<file path="config.mk">
export PLATFORM = sky130hd
export DESIGN_NAME = sequential_divider
export DESIGN_NICKNAME = d
export VERILOG_FILES = /design/src/rtl/sequential_divider.sv
export SDC_FILE = /design/constraint.sdc
export NUM_CORES = 1
export LEC_CHECK = 0
export BUFFER_PORTS_ARGS = -buffer_cell sky130_fd_sc_hd__buf_4
export CORE_AREA = 4 4 172 140
export DETAILED_ROUTE_END_ITERATION = 16
export DIE_AREA = 0 0 176 144
export GPL_TIMING_DRIVEN = 0
export PLACE_DENSITY = 0.8
export SYNTH_ARGS = -nofsm -noshare
export SYNTH_HDL_FRONTEND = slang
export SYNTH_SLANG_ARGS = --single-unit
</file>
<file path="constraint.sdc">
create_clock -name clk -period 5.02 [get_ports clk]
set_input_delay 0.251 -clock clk [delete_from_list [all_inputs] [get_ports clk]]
set_output_delay 0.251 -clock clk [all_outputs]
set_load 0.005 [all_outputs]
</file>
<file path="src/rtl/sequential_divider.sv">
// rtl/sequential_divider.sv - 32-bit signed restoring divider, one quotient bit per clock
module sequential_divider (
  input  logic        clk,
  input  logic        rst,
  input  logic        start,
  input  logic [31:0] x,
  input  logic [31:0] y,
  output logic [31:0] quotient,
  output logic [31:0] remainder,
  output logic        busy,
  output logic        done,
  output logic        div_by_zero
);

  typedef enum logic [1:0] {IDLE, RUN, DONE} state_t;

  state_t      state;
  logic [4:0]  cnt;
  logic [31:0] dvd;
  logic [31:0] dvs;
  logic [31:0] quo;
  logic [31:0] part;
  logic        sign_q;
  logic        sign_r;

  logic [31:0] x_mag;
  logic [31:0] y_mag;
  logic [32:0] shifted;
  logic [32:0] diff;
  logic        q_bit;
  logic [31:0] part_next;
  logic [31:0] quo_next;

  // Magnitudes are unsigned, so 0x80000000 maps cleanly to 2^31.
  always_comb begin
    x_mag     = x[31] ? (~x + 32'd1) : x;
    y_mag     = y[31] ? (~y + 32'd1) : y;
    shifted   = {part, dvd[31]};
    diff      = shifted - {1'b0, dvs};
    q_bit     = ~diff[32];
    part_next = q_bit ? diff[31:0] : shifted[31:0];
    quo_next  = {quo[30:0], q_bit};
  end

  always_ff @(posedge clk or negedge rst) begin
    if (!rst) begin
      state       <= IDLE;
      cnt         <= '0;
      dvd         <= '0;
      dvs         <= '0;
      quo         <= '0;
      part        <= '0;
      sign_q      <= 1'b0;
      sign_r      <= 1'b0;
      quotient    <= '0;
      remainder   <= '0;
      busy        <= 1'b0;
      done        <= 1'b0;
      div_by_zero <= 1'b0;
    end else begin
      case (state)
        IDLE: begin
          if (start) begin
            busy <= 1'b1;
            if (y == 32'd0) begin
              quotient    <= 32'hFFFF_FFFF;
              remainder   <= x;
              div_by_zero <= 1'b1;
              done        <= 1'b1;
              state       <= DONE;
            end else begin
              div_by_zero <= 1'b0;
              dvd         <= x_mag;
              dvs         <= y_mag;
              quo         <= '0;
              part        <= '0;
              cnt         <= 5'd31;
              sign_q      <= x[31] ^ y[31];
              sign_r      <= x[31];
              state       <= RUN;
            end
          end
        end
        RUN: begin
          part <= part_next;
          quo  <= quo_next;
          dvd  <= {dvd[30:0], 1'b0};
          cnt  <= cnt - 5'd1;
          if (cnt == 5'd0) begin
            quotient  <= sign_q ? (~quo_next + 32'd1) : quo_next;
            remainder <= sign_r ? (~part_next + 32'd1) : part_next;
            done      <= 1'b1;
            state     <= DONE;
          end
        end
        DONE: begin
          done  <= 1'b0;
          busy  <= 1'b0;
          state <= IDLE;
        end
        default: state <= IDLE;
      endcase
    end
  end

endmodule

</file>
==> results.md <==
* Remaining antenna violation count after routing at 0
* Antenna violations before repair at 0
* Post-route clock period utilization at 96.8%
* Post-synthesis cell type count at 78
* Clk buf depth at 3
* RSZ-0062 raised after global routing: false
* Comb pwr share at 64.0%
* Async SR Flop Fraction at 100%
* Gpl congestion at 0.968
* Fillers at roughly 1800
* CP Launch Type: flop
* Hold WC Path Type: input pin to flop
* Final net count at 1793
* # IOs at 134
* DRT Pass-1 Iters at 6
* Wire per inst at 20.9 µm
* CTS tree: yes
* Die height at 144 µm
* Slew @ Worst Pin at around 1.0 ns
* R2R Setup Slk at 0.16 ns
* Detailed router's first-iteration violation count at 1472
* Switch Pwr at 6.54 mW
* GR Overflow Total at 0
* Req. time, crit path at 5.47 ns
* Largest net degree at the start of global routing at 115
* Ys flop type: dfrtp_1
* CP arrival at 5.31 ns
* Clock latency on the worst-skew pair at 0.51 ns
* Core area at between 0.02 and 0.025 mm²
* Clk pwr share at 12.5%
* Internal power at 6.78 mW
* Max_cap viols at 0
* Die Area at 0.0253 mm²
* Effective utilization at floorplan at roughly three fifths
* Clk sinks at 203
* Crit path max fanout at 19
* Via count at 12800
* Critical path destination: remainder[22]
* FMAX at 206 MHz
* Status: finished, final reports clean
* Seq pwr share at 23.5%
* First-pass GRT wire length at roughly 66000 µm
* Post-synth EDFFs at 0
* Worst vdd ir at between 0.5 and 0.6 mV
* Sw frac at 49.1%
* Ratio of cells with drive above 1 in the final layout at 14.9%
* Final Max Tran Viols at 0
* Setup violators final at 0
* DR vias/cell at around 6.4
* Fin worst setup slack at 0.160 ns
* Number of remaining DRC errors at 0
* P_leak at 6.57 nW
* Final Hold Vio Count at 0
* FF+latch count, synth at 203
* # diodes at 0
* Tot GR Track Use at 32.5%
* Max_slew headroom at 32.3%
* Storage cell area at ~0.0051 mm²
* Row count at 49
* Pwr Total at ~13 mW
* Sequential fraction of the synthesis area at around two fifths
* Vias in the first global route at 12300
* Syn. warnings at 0
* Die Wd at 176 µm
* Worst reg2reg endpoint: remainder[22]
* CTS H-tree depth at 1
* TritonCTS buffer count at 23
* Worst slack, placed at -0.957 ns
* Post-detail-place hpwl at ~31000 µm
* Syn_nets at 1629
* Total power per unit cell area at 858 mW/mm²
* CTS clock-pin slew for the worst setup and hold paths at 0.07 ns
* Multi-input logic area at approximately 0.0077 mm²
* Worst Setup Path Type: flop to flop
* Clock skew at 0.00816 ns
* Critical Path Source: dvd[31]
* Worst R2R Start: dvd[31]
* Post-Syn Area per Cell at 8.70 µm²
* Port bufs at 133
* Area delta synth->final at 17.1%
* Minimum clock period after layout at 4.86 ns
* Final wirelength at 42000 µm
* Worst setup EP type: flop
* Mapped Area at 0.0133 mm²
* Root Driver: clkbuf_16
* Syn Inst Count at 1523
* Reg2reg path depth at 21
[worst max-delay path, stage by stage (launching register included)]
cell and delay, ns:
dfrtp_2 0.45, inv_2 0.09, ha_1 0.23, inv_1 0.08, fa_2 0.24, a211oi_2 0.10
nor3_2 0.32, o2111ai_2 0.17, buf_4 0.19, a211oi_4 0.28, o21a_4 0.25, nor2_8 0.05
inv_2 0.09, buf_12 0.18, mux2i_4 0.27, ha_2 0.25, nand2_1 0.09, o41a_1 0.48
o21bai_4 0.27, o21ai_0 0.24, mux2_2 0.37, nand3_1 0.09
[worst min-delay path by stage]
stage                          endpoint  startpoint  depth (start not counted)  slack, ns
final                      remainder[1]        x[1]                          3       0.04
after detailed placement        dvs[30]         rst                          1       0.38
after CTS                  remainder[3]        x[3]                          3       0.03
after global placement          dvd[15]     dvd[15]                          2       0.46
after global routing      remainder[11]       x[11]                          3       0.05
after floorplan                    busy         rst                          0      -0.04
[metal layers]
layer,vias to the layer above,global-route usage [%],wire length [µm]
li1,5820,-,-
met1,6210,47.3,18700
met2,694,48.3,17800
met3,97,8.15,4340
met4,0,10.0,1240
met5,-,0,0
[sequential cells by signal, summed over array words and instances, names as in the netlist]
name	count
remainder	32
quotient	32
cnt	5
sign_q	1
part	32
done	1
busy	1
div_by_zero	1
sign_r	1
state	2
dvs	32
dvd	32
quo	31
[logic make-up after synthesis]
kind of cell	share of synthesized area, %
fa+ha+maj	3.74
mux	2.98
compound gates	24.9
xor+xnor	9.06
simple gates	16.5
buf+inv	4.40
flops	38.3
[placed cells by master (no fill, tap or decap), types with 15 or more instances in the layout]
| cell type | count |
|---|---|
| ha_1 | 37 |
| clkbuf_16 | 23 |
| buf_4 | 138 |
| dfrtp_1 | 202 |
| a22o_1 | 35 |
| nand3_1 | 22 |
| nand2_1 | 195 |
| inv_1 | 55 |
| mux2i_1 | 34 |
| and3_1 | 18 |
| or3_1 | 18 |
| or4_1 | 15 |
| a21oi_1 | 99 |
| nor2_1 | 99 |
| xnor2_1 | 81 |
| o31ai_1 | 31 |
| buf_2 | 25 |
| o21ai_0 | 173 |
| o22a_1 | 20 |
| nor3_1 | 22 |
| clkbuf_1 | 57 |
| xor2_1 | 56 |
| a31oi_1 | 26 |
| o41ai_1 | 15 |
[timing repair]
item                       in CTS  in global routing
gates resized for setup         5                 12
setup endpoints to repair      22                 17
hold buffers                    1                  0
setup buffers                   3                  2
cloned                          0                  0
hold endpoints to repair      113                  0
pin swaps                       3                  6
[power groups by stage]
stage               clock network, mW  logic (mW)  registers, mW
floorplan                           0        5.92           2.92
global placement                    0        7.93           3.08
detailed placement                  0        8.13           3.10
CTS                              1.67        8.23           3.09
global route                     1.75        9.30           3.21
finish                           1.67        8.53           3.12
[final cells by class]
class,instances,share of cell area [%]
buffer,85,2.39
clock buffer,31,4.10
clock inverter,8,0.581
inverter,58,1.40
multi-input combinational,1176,49.4
sequential,203,32.7
tap,306,2.47
timing repair buffer,140,6.97
[synth_stat cells (35+ instances only)]
library cell | instances | area, µm²
dfrtp_1 | 203 | 5080
nand2_1 | 195 | 732
o21ai_0 | 173 | 866
a21oi_1 | 100 | 500
nor2_1 | 99 | 372
xnor2_1 | 81 | 709
inv_1 | 56 | 210
xor2_1 | 56 | 490
clkbuf_1 | 53 | 199
ha_1 | 38 | 475
a22o_1 | 35 | 307
mux2i_1 | 35 | 350
[per-stage QoR]
stage,hold slack (ns),TNS [ns],utilization [%],instance area (µm²),std cells
finish,0.0407,0,69.5,15500,2007
CTS,0.0264,0,69.2,15400,2005
floorplan,-0.0446,0,-,13300,1523
global placement,0.463,-12.91,65.6,14600,1962
detailed placement,0.383,-13.84,65.7,14700,1963
global route,0.0477,0,69.5,15500,2007
Power figures use the tool's default switching activity.
